[src/rtl/sample_feeder_if.sv]
// Handshake and filter-stage signals of sample_feeder. The master side is the upstream
// source, downstream sink and external filter; the slave side is the feeder itself.
interface sample_feeder_if;
    logic        flush;
    logic        in_valid;
    logic [31:0] in_data;
    logic        in_ready;
    logic [31:0] x;
    logic [31:0] w_prev;
    logic [31:0] y;
    logic [31:0] w_in;
    logic        out_valid;
    logic [31:0] out_data;
    logic        out_ready;
    logic [15:0] sample_cnt;

    modport master (
        output flush, in_valid, in_data, y, w_in, out_ready,
        input  in_ready, x, w_prev, out_valid, out_data, sample_cnt
    );

    modport slave (
        input  flush, in_valid, in_data, y, w_in, out_ready,
        output in_ready, x, w_prev, out_valid, out_data, sample_cnt
    );
endinterface

[src/rtl/sample_feeder.sv]
// Buffers 32-bit samples in a FIFO and presents each one to an external combinational filter.
// The filter result and state are captured after a fixed settle time.
module sample_feeder #(
    parameter int unsigned DEPTH  = 8,
    parameter int unsigned SETTLE = 4,
    parameter logic [31:0] W_INIT = 32'd10
) (
    input logic            clk,
    input logic            rst,
    sample_feeder_if.slave io_bus
);
    localparam int unsigned AW = $clog2(DEPTH);
    localparam int unsigned CW = $clog2(DEPTH + 1);
    localparam int unsigned SW = (SETTLE > 1) ? $clog2(SETTLE) : 1;

    typedef enum logic [1:0] {StIdle, StSettle, StEmit} state_e;

    state_e        r_state;
    state_e        w_state_next;
    logic [31:0]   r_mem [DEPTH];
    logic [AW-1:0] r_wr_ptr;
    logic [AW-1:0] r_rd_ptr;
    logic [CW-1:0] r_count;
    logic [SW-1:0] r_settle_cnt;
    logic [31:0]   r_x;
    logic [31:0]   r_w_prev;
    logic [31:0]   r_out_data;
    logic [15:0]   r_sample_cnt;

    logic w_in_ready;
    logic w_push;
    logic w_pop;
    logic w_settle_done;
    logic w_capture;
    logic w_accept;
    logic w_out_valid;

    // in_ready depends on count only, so a pop on a full FIFO never opens a push slot.
    assign w_in_ready    = (r_count < CW'(DEPTH));
    assign w_push        = io_bus.in_valid && w_in_ready && !io_bus.flush;
    assign w_settle_done = (r_settle_cnt == SW'(SETTLE - 1));

    always_ff @(posedge clk) begin
        if (rst || io_bus.flush) begin
            r_state <= StIdle;
        end else begin
            r_state <= w_state_next;
        end
    end

    always_comb begin
        w_state_next = r_state;
        unique case (r_state)
            StIdle:   if (r_count != '0) w_state_next = StSettle;
            StSettle: if (w_settle_done) w_state_next = StEmit;
            StEmit:   if (io_bus.out_ready) w_state_next = StIdle;
            default:  w_state_next = StIdle;
        endcase
    end

    always_comb begin
        w_pop       = 1'b0;
        w_capture   = 1'b0;
        w_accept    = 1'b0;
        w_out_valid = 1'b0;
        unique case (r_state)
            StIdle:   w_pop = (r_count != '0);
            StSettle: w_capture = w_settle_done;
            StEmit: begin
                w_out_valid = 1'b1;
                w_accept    = io_bus.out_ready;
            end
            default: ;
        endcase
    end

    // Storage needs no reset: pointers and count define which entries are live.
    always_ff @(posedge clk) begin
        if (!rst && w_push) begin
            r_mem[r_wr_ptr] <= io_bus.in_data;
        end
    end

    always_ff @(posedge clk) begin
        if (rst) begin
            r_wr_ptr     <= '0;
            r_rd_ptr     <= '0;
            r_count      <= '0;
            r_settle_cnt <= '0;
            r_x          <= '0;
            r_w_prev     <= W_INIT;
            r_out_data   <= '0;
            r_sample_cnt <= '0;
        end else if (io_bus.flush) begin
            r_wr_ptr     <= '0;
            r_rd_ptr     <= '0;
            r_count      <= '0;
            r_settle_cnt <= '0;
            r_w_prev     <= W_INIT;
        end else begin
            if (w_push) begin
                r_wr_ptr <= r_wr_ptr + 1'b1;
            end
            if (w_pop) begin
                r_x          <= r_mem[r_rd_ptr];
                r_rd_ptr     <= r_rd_ptr + 1'b1;
                r_settle_cnt <= '0;
            end else if (r_state == StSettle) begin
                r_settle_cnt <= r_settle_cnt + 1'b1;
            end
            if (w_capture) begin
                r_out_data <= io_bus.y;
                r_w_prev   <= io_bus.w_in;
            end
            if (w_accept) begin
                r_sample_cnt <= r_sample_cnt + 16'd1;
            end
            if (w_push && !w_pop) begin
                r_count <= r_count + 1'b1;
            end else if (!w_push && w_pop) begin
                r_count <= r_count - 1'b1;
            end
        end
    end

    assign io_bus.in_ready   = w_in_ready;
    assign io_bus.x          = r_x;
    assign io_bus.w_prev     = r_w_prev;
    assign io_bus.out_valid  = w_out_valid;
    assign io_bus.out_data   = r_out_data;
    assign io_bus.sample_cnt = r_sample_cnt;
endmodule

[src/flat_wrapper.sv]
// flat-port wrapper written by rule: the top's interface ports become plain ports
module sample_feeder_flat 
#(
    parameter int unsigned DEPTH  = 8,
    parameter int unsigned SETTLE = 4,
    parameter logic [31:0] W_INIT = 32'd10
)
  (clk, rst, io_bus_flush, io_bus_in_valid, io_bus_in_data, io_bus_y, io_bus_w_in, io_bus_out_ready, io_bus_in_ready, io_bus_x, io_bus_w_prev, io_bus_out_valid, io_bus_out_data, io_bus_sample_cnt);
  sample_feeder_if io_bus_i ();
  input logic clk;
  input logic rst;
  input wire logic [$bits(io_bus_i.flush)-1:0] io_bus_flush;
  input wire logic [$bits(io_bus_i.in_valid)-1:0] io_bus_in_valid;
  input wire logic [$bits(io_bus_i.in_data)-1:0] io_bus_in_data;
  input wire logic [$bits(io_bus_i.y)-1:0] io_bus_y;
  input wire logic [$bits(io_bus_i.w_in)-1:0] io_bus_w_in;
  input wire logic [$bits(io_bus_i.out_ready)-1:0] io_bus_out_ready;
  output wire logic [$bits(io_bus_i.in_ready)-1:0] io_bus_in_ready;
  output wire logic [$bits(io_bus_i.x)-1:0] io_bus_x;
  output wire logic [$bits(io_bus_i.w_prev)-1:0] io_bus_w_prev;
  output wire logic [$bits(io_bus_i.out_valid)-1:0] io_bus_out_valid;
  output wire logic [$bits(io_bus_i.out_data)-1:0] io_bus_out_data;
  output wire logic [$bits(io_bus_i.sample_cnt)-1:0] io_bus_sample_cnt;
  assign io_bus_i.flush = io_bus_flush;
  assign io_bus_i.in_valid = io_bus_in_valid;
  assign io_bus_i.in_data = io_bus_in_data;
  assign io_bus_i.y = io_bus_y;
  assign io_bus_i.w_in = io_bus_w_in;
  assign io_bus_i.out_ready = io_bus_out_ready;
  assign io_bus_in_ready = io_bus_i.in_ready;
  assign io_bus_x = io_bus_i.x;
  assign io_bus_w_prev = io_bus_i.w_prev;
  assign io_bus_out_valid = io_bus_i.out_valid;
  assign io_bus_out_data = io_bus_i.out_data;
  assign io_bus_sample_cnt = io_bus_i.sample_cnt;
  sample_feeder #(.DEPTH(DEPTH), .SETTLE(SETTLE), .W_INIT(W_INIT)) u_core (.clk(clk), .rst(rst), .io_bus(io_bus_i));
endmodule
[config.mk]
export PLATFORM = sky130hd
export DESIGN_NAME = sample_feeder_flat
export DESIGN_NICKNAME = d
export VERILOG_FILES = /design/src/rtl/sample_feeder_if.sv /design/src/rtl/sample_feeder.sv /design/src/flat_wrapper.sv
export SDC_FILE = /design/constraint.sdc
export NUM_CORES = 1
export LEC_CHECK = 0
export CORE_MARGIN = 3
export CORE_UTILIZATION = 30
export DETAILED_ROUTE_END_ITERATION = 6
export PLACE_DENSITY_LB_ADDON = 0.15
export SKIP_LAST_GASP = 1
export SLEW_MARGIN = 20
export SYNTH_ARGS = -nofsm -noshare
export SYNTH_HDL_FRONTEND = slang
export SYNTH_SLANG_ARGS = --single-unit
[constraint.sdc]
create_clock -name clk -period 12.4 [get_ports clk]
set_input_delay 2.48 -clock clk [delete_from_list [all_inputs] [get_ports clk]]
set_output_delay 2.48 -clock clk [all_outputs]
set_load 0.02 [all_outputs]
==> results of run 1 <==
[cell families (layout without fill, tap and decap cells)]
group,Yosys count,count (layout),synth area share
buffers and inverters,62,309,0.0182
XOR/XNOR,17,17,0.0106
multiplexers,69,69,0.106
adder cells (fa/ha/maj),8,8,0.00764
AO/OA/AOI/OAI,109,109,0.0423
AND/OR/NAND/NOR,291,291,0.0904
flip-flops,382,382,0.725
[worst max-delay path by stage]
stage	startpoint	to	slack, ps
after floorplan	io_bus_flush	u_core.r_mem[4][0]	5730
after global placement	io_bus_flush	u_core.r_mem[2][0]	7050
after detailed placement	io_bus_flush	u_core.io_bus.x[14]	7250
after CTS	io_bus_flush	u_core.io_bus.x[14]	7850
after global routing	io_bus_flush	u_core.io_bus.x[14]	7650
final	io_bus_flush	u_core.r_count[3]	7850
[stage by stage]
stage	hold slack, ps	setup slack, ps	cells	instance area [um^2]	util
6_report	453	7850	1785	18300	0.398
5_1_grt	471	7650	1785	18300	0.398
4_1_cts	455	7850	1785	18300	0.398
3_5_place_dp	447	7250	1708	16900	0.369
3_3_place_gp	441	7050	1707	16900	0.369
2_1_floorplan	478	5730	938	14100	-
[final cells by class]
type	instances	area, um^2
clock inverters	12	109
well taps	600	751
multi-input cells	494	3700
repair buffers	227	2260
clock buffers	65	1230
flip-flops and latches	382	10200
fillers	4318	27600
inverters	5	18.8
[state kept, by name, indices dropped and copies added, names as in the netlist]
name and flops:
u_core.io_bus.sample_cnt 16, u_core.io_bus.w_prev 32, u_core.io_bus.out_data 32, u_core.r_rd_ptr 3, u_core.r_settle_cnt 2, u_core.r_wr_ptr 3, u_core.r_mem 256, u_core.io_bus.x 32
u_core.r_state 2, u_core.r_count 4
[synthesized netlist by cell type]
cell / number / area (um^2)
and3_1: 1 / 6.26
xnor2_1: 11 / 96.3
a21oi_1: 71 / 355
nand2b_1: 3 / 18.8
nand4bb_1: 1 / 11.3
ha_1: 7 / 87.6
and2_1: 3 / 18.8
nand4_1: 3 / 18.8
buf_6: 1 / 11.3
o21ai_0: 3 / 15.0
edfxtp_1: 256 / 7690
or2_2: 3 / 18.8
inv_1: 5 / 18.8
nor2_1: 66 / 248
and2_0: 1 / 6.26
mux2_2: 2 / 22.5
and4_1: 1 / 8.76
or4_4: 1 / 11.3
clkbuf_1: 42 / 158
or4_1: 1 / 7.51
o22ai_1: 32 / 200
nor4_1: 3 / 18.8
mux4_2: 64 / 1440
a211o_1: 1 / 8.76
nor4_2: 1 / 12.5
mux2i_1: 3 / 30.0
nor3_1: 38 / 190
fa_1: 1 / 20.0
buf_2: 13 / 65.1
or3_1: 3 / 18.8
nand3b_1: 2 / 15.0
nand2_1: 139 / 522
nor3b_2: 1 / 12.5
nor2b_1: 4 / 25.0
nor4bb_1: 1 / 10.0
dfxtp_1: 126 / 2520
a31o_2: 1 / 8.76
buf_1: 1 / 3.75
xor2_1: 6 / 52.6
nand3_1: 15 / 75.1
a211oi_1: 1 / 7.51
[worst max-delay path, delay by kind of cell]
family,cells,cell delay (ps)
and+or+nand+nor,1,520
AOI/OAI and AO/OA,4,750
adders and majority gates,2,610
buffers and inverters,2,680
[routing by layer]
layer,vias up,part of all wire,track usage
li1,3937,-,-
met1,4157,0.45,0.182
met2,205,0.48,0.226
met3,41,0.049,0.0292
met4,0,0.019,0.0427
met5,-,0,0
[report_power, final]
group	total, W	switching (W)	internal, W
clock network	0.00120	0.000496	0.000704
registers	0.00148	0.0000552	0.00142
logic	0.000606	0.000321	0.000285
==> results by group, run 1 <==
Logic synthesis
  – Synth warn: 0
  – Yosys cell types: 41
  – Post-Synthesis Cells: 938
  – Synthesis-stage register bit count: 382
  – Syn Std Cell Area: 0.0141 mm^2
  – Syn nets: 1,047
  – Seq/Total Area, Yosys: 0.725
  – Syn Area/Cell: 15.0 um^2

Drt
  – DR iter-0 viols: 488
  – Drt first pass iters: 4
  – Routed wire length: 34.4 mm
  – WL per Instance: 19.3 um
  – DRC: 0
  – Via density per instance: 4.67
  – Via count: 8,340
  – Antenna Nets Post-Route: 0

Outcome
  – Status: complete, no violations

Critical path
  – WP data required: 12,900 ps
  – Crit path DAT: 5050 ps
  – Critical Path Sink Type: flop
  – Crit-path slowest cell: clkdlybuf4s50_1
  – Worst R2R Path Depth: 10
  – Critical Path, Cell by Cell: clkdlybuf4s50_1, nor3b_2, ha_1, inv_1, ha_1, a21oi_1, a211o_1, a211oi_1, a31o_2
  – R2R setup slack: 9520 ps
  – Reg2reg start: u_core.r_count[3]
  – Most used cell, CP: ha_1
  – CP Class: input port to flop
  – Worst R2R End: u_core.r_count[3]
  – Worst stage delay on the critical path: 590 ps
  – Maximum fanout along the worst path: 8
  – CP startpoint kind: input port

GRT
  – GRT Util Overall: 0.137
  – Antenna violations before repair: 0
  – Vias in the first global route: 8,531
  – Largest net degree at the start of global routing: 70
  – First-pass GRT wire length: 52.8 mm
  – GRT overflow: 0

Clocking
  – Clock net sink count: 382
  – Post-CTS setup buffers: 0
  – CTS H-Tree Depth: 2
  – Clock Tree Buf Depth: 3
  – Cts repair resizes: 0
  – CTS Buf Count: 42
  – Clock Tree Root: clkbuf_16
  – TritonCTS clock tree: built
  – Clk_lat worst skew: 560 ps
  – Hold_buf cts: 0
  – Reg clk slew, reported paths: 60 ps

Final layout
  – Most frequent cells in the layout: 256 x edfxtp_1, 213 x clkdlybuf4s50_1, 139 x nand2_1, 124 x dfxtp_1, 71 x a21oi_1
  – Fraction of layout cells with a size suffix above 1: 0.138
  – Nets: 1,261
  – Commonest non-fill, non-tap cell in the layout: edfxtp_1
  – Inserted Diodes: 0
  – Area growth syn-to-layout: 29.7%

Timing
  – Final setup fails: 0
  – Clock skew: 13.1 ps
  – Slew Viols, Final: 0
  – Worst Tran Pin Value: 1050 ps
  – Max-slew headroom: 0.301
  – TNS Setup: 0 ps
  – Fmax: 0.220 GHz
  – RSZ-0062 raised after global routing: false
  – Post-route minimum period: 4550 ps
  – Tcrit/Tclk final: 0.367
  – Final hold violations: 0

Die
  – Die area: 0.0496 mm^2
  – CORE AREA: 0.0459 mm^2
  – DIE HEIGHT: 223 um
  – Die Wd: 223 um
  – Rows: 78
  – Ports: 215
  – Starting Density: 0.307

Power
  – Pwr Total: 0.00328 W
  – Pwr per Cell Area: 180 mW/mm^2
  – Worst VDD drop: 0.000117 V
  – Leak Pwr: 5.70 nW

Place
  – Post-DP HPWL: 20.3 mm
  – GP Congestion: 0.713
  – Port Buffers: 214

Hold path
  – Worst Hold Endpoint: u_core.io_bus.out_data[3]
  – Hold wc startpoint: u_core.io_bus.out_data[3]
  – Hold depth: 2
  – Hold WC Path Type: flop to flop

Flow run
  – Max cap viols: 0
No activity file was read; power rests on OpenSTA's default activity.
==> run 2, diff against run 1 <==
clock period = 4.5 ns   (was 12.4 ns; I/O delays follow)
==> run 2 against run 1 <==
- sequential share of layout area decreased by 0.20 points
- routed wire length is 2.4% higher
- register-to-register slack got worse by 8000 ps
- global-route usage grew 0.30 points
- clock skew up 5.9 ps
- utilization rose by 0.15 points
==> results by group, run 2 (synthesized netlist as in run 1, its figures left out) <==
Timing
  – Fmax: 0.332 GHz
  – Final hold violations: 0
  – Clock skew: 19.0 ps
  – Post-route minimum period: 3010 ps
  – RSZ-0062 raised after global routing: false
  – Hold_ws: 451 ps
  – Worst Tran Pin Value: 1080 ps
  – TNS Setup: 0 ps
  – Final setup fails: 0
  – Tcrit/Tclk final: 0.669
  – Slew Viols, Final: 0
  – Max-slew headroom: 0.282
  – Worst setup margin: 1490 ps

Die
  – Die area: 0.0496 mm^2
  – Starting Density: 0.307
  – CORE AREA: 0.0459 mm^2
  – Ports: 215
  – Rows: 78
  – DIE HEIGHT: 223 um
  – Die Wd: 223 um

Critical path
  – Critical Path Sink Type: flop
  – WP data required: 4990 ps
  – Maximum fanout along the worst path: 8
  – Worst stage delay on the critical path: 600 ps
  – Critical Path, Cell by Cell: clkdlybuf4s50_1, nor3b_2, ha_1, inv_1, ha_1, a21oi_1, a211o_1, a211oi_1, a31o_2
  – CP Class: input port to flop
  – Crit-path slowest cell: clkdlybuf4s50_1
  – Most used cell, CP: ha_1
  – Crit path DAT: 3500 ps
  – CP startpoint kind: input port

Drt
  – WL per Instance: 19.7 um
  – Via count: 8,473
  – Via density per instance: 4.73
  – DRC: 0
  – Routed wire length: 35.2 mm
  – DR iter-0 viols: 585
  – Drt first pass iters: 4
  – Antenna Nets Post-Route: 0

Clocking
  – CTS H-Tree Depth: 2
  – CTS Buf Count: 43
  – Clock net sink count: 382
  – Cts repair resizes: 0
  – TritonCTS clock tree: built
  – Clk_lat worst skew: 550 ps
  – Post-CTS setup buffers: 0
  – Clock Tree Buf Depth: 3
  – Reg clk slew, reported paths: 60 ps
  – Hold_buf cts: 0
  – Clock Tree Root: clkbuf_16

Final layout
  – Area growth syn-to-layout: 30.2%
  – Finished Layout Cells: 1,790
  – Commonest non-fill, non-tap cell in the layout: edfxtp_1
  – Inserted Diodes: 0
  – Number of fill cells in the layout: 4,301
  – Most frequent cells in the layout: 256 x edfxtp_1, 213 x clkdlybuf4s50_1, 139 x nand2_1, 124 x dfxtp_1, 71 x a21oi_1
  – Nets: 1,265
  – Fraction of layout cells with a size suffix above 1: 0.137
  – Max reg flops: 256
  – Biggest register: u_core.r_mem

Place
  – Post-DP HPWL: 21.4 mm
  – GP Congestion: 0.717
  – Pre-CTS setup slack: 953 ps
  – DP Cell Count: 1,711
  – Port Buffers: 214

Hold path
  – Hold WC Path Type: flop to flop

Outcome
  – Status: complete, no violations

GRT
  – GRT overflow: 0
  – Antenna violations before repair: 0
  – Vias in the first global route: 8,722
  – GRT Util Overall: 0.140
  – Largest net degree at the start of global routing: 67
  – First-pass GRT wire length: 54.0 mm

Power
  – Leak Pwr: 5.71 nW
  – Pwr per Cell Area: 495 mW/mm^2
  – Pwr Total: 0.00908 W
  – Worst VDD drop: 0.000254 V

Flow run
  – Max cap viols: 0
[run 2: cell count changes in the layout (fill, tap and decap cells not counted), sizes merged]
cell,change
buf,+3
inv,-1
clkinvlp,+1
clkbuf,-4
clkinv,+6
[run 2: critical path, delay by kind of cell]
kind | cells | cell delay [ps]
adder cells (fa/ha/maj) | 2 | 600
AND/OR/NAND/NOR | 1 | 540
AO/OA/AOI/OAI | 4 | 760
buffers and inverters | 2 | 690
[run 2: through the flow]
| step | util | instance area, um^2 |
|---|---|---|
| detailed placement | 0.371 | 17000 |
| global route | 0.400 | 18300 |
| global placement | 0.370 | 17000 |
| CTS | 0.400 | 18300 |
| floorplan | - | 14100 |
| finish | 0.400 | 18300 |
[run 2: where the power goes]
group	switching, W	internal [W]	leakage (nW)	total, W
clock	0.00137	0.00194	0.650	0.00331
combinational	0.000865	0.000795	1.74	0.00166
sequential	0.000193	0.00392	3.33	0.00411
[run 2: final cells by class]
class                      count  area [um^2]  share of cell area
clock buffer                  61         1220              0.0663
clock inverter                18          129             0.00703
inverter                       5         18.8             0.00102
multi-input combinational    494         3710               0.203
sequential                   382        10200               0.557
tap                          600          751              0.0409
timing repair buffer         230         2300               0.125
[run 2: final timing paths]
path	start	to	cells after the start	slack, ps
worst max-delay path	io_bus_flush	u_core.r_count[3]	9	1490
worst max register to register	u_core.r_count[0]	u_core.r_count[3]	10	1560
worst min register to register	u_core.io_bus.out_data[16]	u_core.io_bus.out_data[16]	2	450
worst min-delay path	u_core.io_bus.out_data[16]	u_core.io_bus.out_data[16]	2	450
[run 2: layer usage]
metal | vias up | routed length, um | GRT usage
met2 | 208 | 16500 | 0.225
met4 | 0 | 593 | 0.0398
met5 | - | 0 | 0
met3 | 36 | 1710 | 0.0293
met1 | 4285 | 16400 | 0.193
li1 | 3944 | - | -
==> run 3, diff against run 2 <==
clock period = 3 ns   (was 4.5 ns; I/O delays follow)
==> run 3 against run 2 <==
- utilization rose by 0.66 points
- clock skew decreased by 8.8 ps
- highest routed layer unchanged
- final cell count increased by 1.3%
- largest cell class unchanged
- critical path type is now flop to flop
==> results by group, run 3 (synthesized netlist as in run 1, its figures left out) <==
Outcome
  – Status: complete, no violations

Die
  – Rows: 78
  – Die area: 0.0496 mm^2
  – DIE HEIGHT: 223 um
  – Ports: 215
  – CORE AREA: 0.0459 mm^2
  – Die Wd: 223 um
  – Starting Density: 0.307

Drt
  – Antenna Nets Post-Route: 0
  – Via density per instance: 4.70
  – Via count: 8,513
  – WL per Instance: 19.6 um
  – DR iter-0 viols: 503
  – DRC: 0
  – Routed wire length: 35.5 mm
  – Drt first pass iters: 4

Final layout
  – Fraction of layout cells with a size suffix above 1: 0.159
  – Commonest non-fill, non-tap cell in the layout: edfxtp_1
  – Most frequent cells in the layout: 256 x edfxtp_1, 213 x clkdlybuf4s50_1, 139 x nand2_1, 124 x dfxtp_1, 71 x a21oi_1
  – Area growth syn-to-layout: 32.4%
  – Biggest register: u_core.r_mem
  – Max reg flops: 256
  – Nets: 1,288
  – Finished Layout Cells: 1,813

Place
  – Post-DP HPWL: 22.5 mm
  – Port Buffers: 214
  – DP Cell Count: 1,734
  – GP Congestion: 0.730

Timing
  – Final setup fails: 0
  – TNS Setup: 0 ps
  – RSZ-0062 raised after global routing: false
  – Hold_ws: 453 ps
  – Max-slew headroom: 0.564
  – Clock skew: 10.3 ps
  – Tcrit/Tclk final: 0.927
  – Slew Viols, Final: 0
  – Final hold violations: 0
  – Worst Tran Pin Value: 654 ps
  – Fmax: 0.360 GHz
  – Post-route minimum period: 2780 ps

Clocking
  – Clk_lat worst skew: 560 ps
  – Clock Tree Root: clkbuf_16
  – Hold_buf cts: 0
  – Cts repair resizes: 0
  – Reg clk slew, reported paths: 60 ps
  – Post-CTS setup buffers: 0
  – CTS H-Tree Depth: 2
  – Clock Tree Buf Depth: 3
  – Clock net sink count: 382
  – TritonCTS clock tree: built
  – CTS Buf Count: 43

Critical path
  – WP data required: 3510 ps
  – Critical Path Sink Type: flop
  – CP Class: flop to flop
  – Crit path DAT: 3290 ps
  – Maximum fanout along the worst path: 5
  – CP startpoint kind: flop

GRT
  – Largest net degree at the start of global routing: 46
  – GRT Util Overall: 0.142
  – First-pass GRT wire length: 54.4 mm
  – GRT overflow: 0
  – Vias in the first global route: 8,674
  – Antenna violations before repair: 1

Power
  – Leak Pwr: 5.90 nW
  – Worst VDD drop: 0.000464 V
  – Pwr Total: 0.0140 W
  – Pwr per Cell Area: 751 mW/mm^2

Flow run
  – Max cap viols: 0

Hold path
  – Hold WC Path Type: flop to flop
run 3: cell types whose count changed in the layout (fill, tap and decap cells not counted), moves of 3 or more:
cell | before | now
clkbuf_1 | 13 | 8
buf_12 | 3 | 7
clkinv_2 | 4 | 7
clkbuf_8 | 3 | 6
buf_4 | 14 | 33
bufinv_16 | 1 | 4
clkinv_1 | 8 | 4
run 3: layout make-up:
| class | instances | area (um^2) |
|---|---|---|
| fillers | 4295 | 27200 |
| flip-flops and latches | 382 | 10200 |
| multi-input cells | 494 | 3710 |
| repair buffers | 253 | 2520 |
| clock buffers | 58 | 1210 |
| well taps | 600 | 751 |
| clock inverters | 20 | 218 |
| inverters | 5 | 18.8 |
| diodes | 1 | 2.50 |
run 3: layer usage:
metal / track usage / up-vias / part of all wire
met2: 0.226 / 232 / 0.46
met5: 0 / - / 0
met1: 0.192 / 4232 / 0.45
met3: 0.0347 / 53 / 0.064
met4: 0.0429 / 0 / 0.021
li1: - / 3996 / -
run 3: worst max-delay path, stage by stage (launching register included):
cell and delay, ps:
dfxtp_1 350, or4_1 630, and2_1 270, inv_1 120, ha_1 170, inv_1 90, ha_1 340, a21oi_1 90
a211o_1 320, a211oi_1 210, a31o_2 130
run 3: worst paths after layout:
check,slack [ps],cells after the start,startpoint,to
worst max-delay path,220,10,u_core.r_count[0],u_core.r_count[3]
worst max register to register,220,10,u_core.r_count[0],u_core.r_count[3]
worst min-delay path,450,2,u_core.io_bus.out_data[31],u_core.io_bus.out_data[31]
worst min register to register,450,2,u_core.io_bus.out_data[31],u_core.io_bus.out_data[31]
run 3: where the power goes:
group          total [W]  internal (W)  switching [W]
logic            0.00264       0.00126        0.00138
registers        0.00609       0.00587       0.000217
clock network    0.00527       0.00319        0.00209
run 3: metrics by stage:
stage                     setup WS [ps]  utilization  cell area, um^2
after floorplan                   -71.3            -            14100
after global placement              222        0.375            17200
after detailed placement            194        0.375            17200
after CTS                           152        0.406            18600
after global routing               29.1        0.406            18600
final                               220        0.407            18600
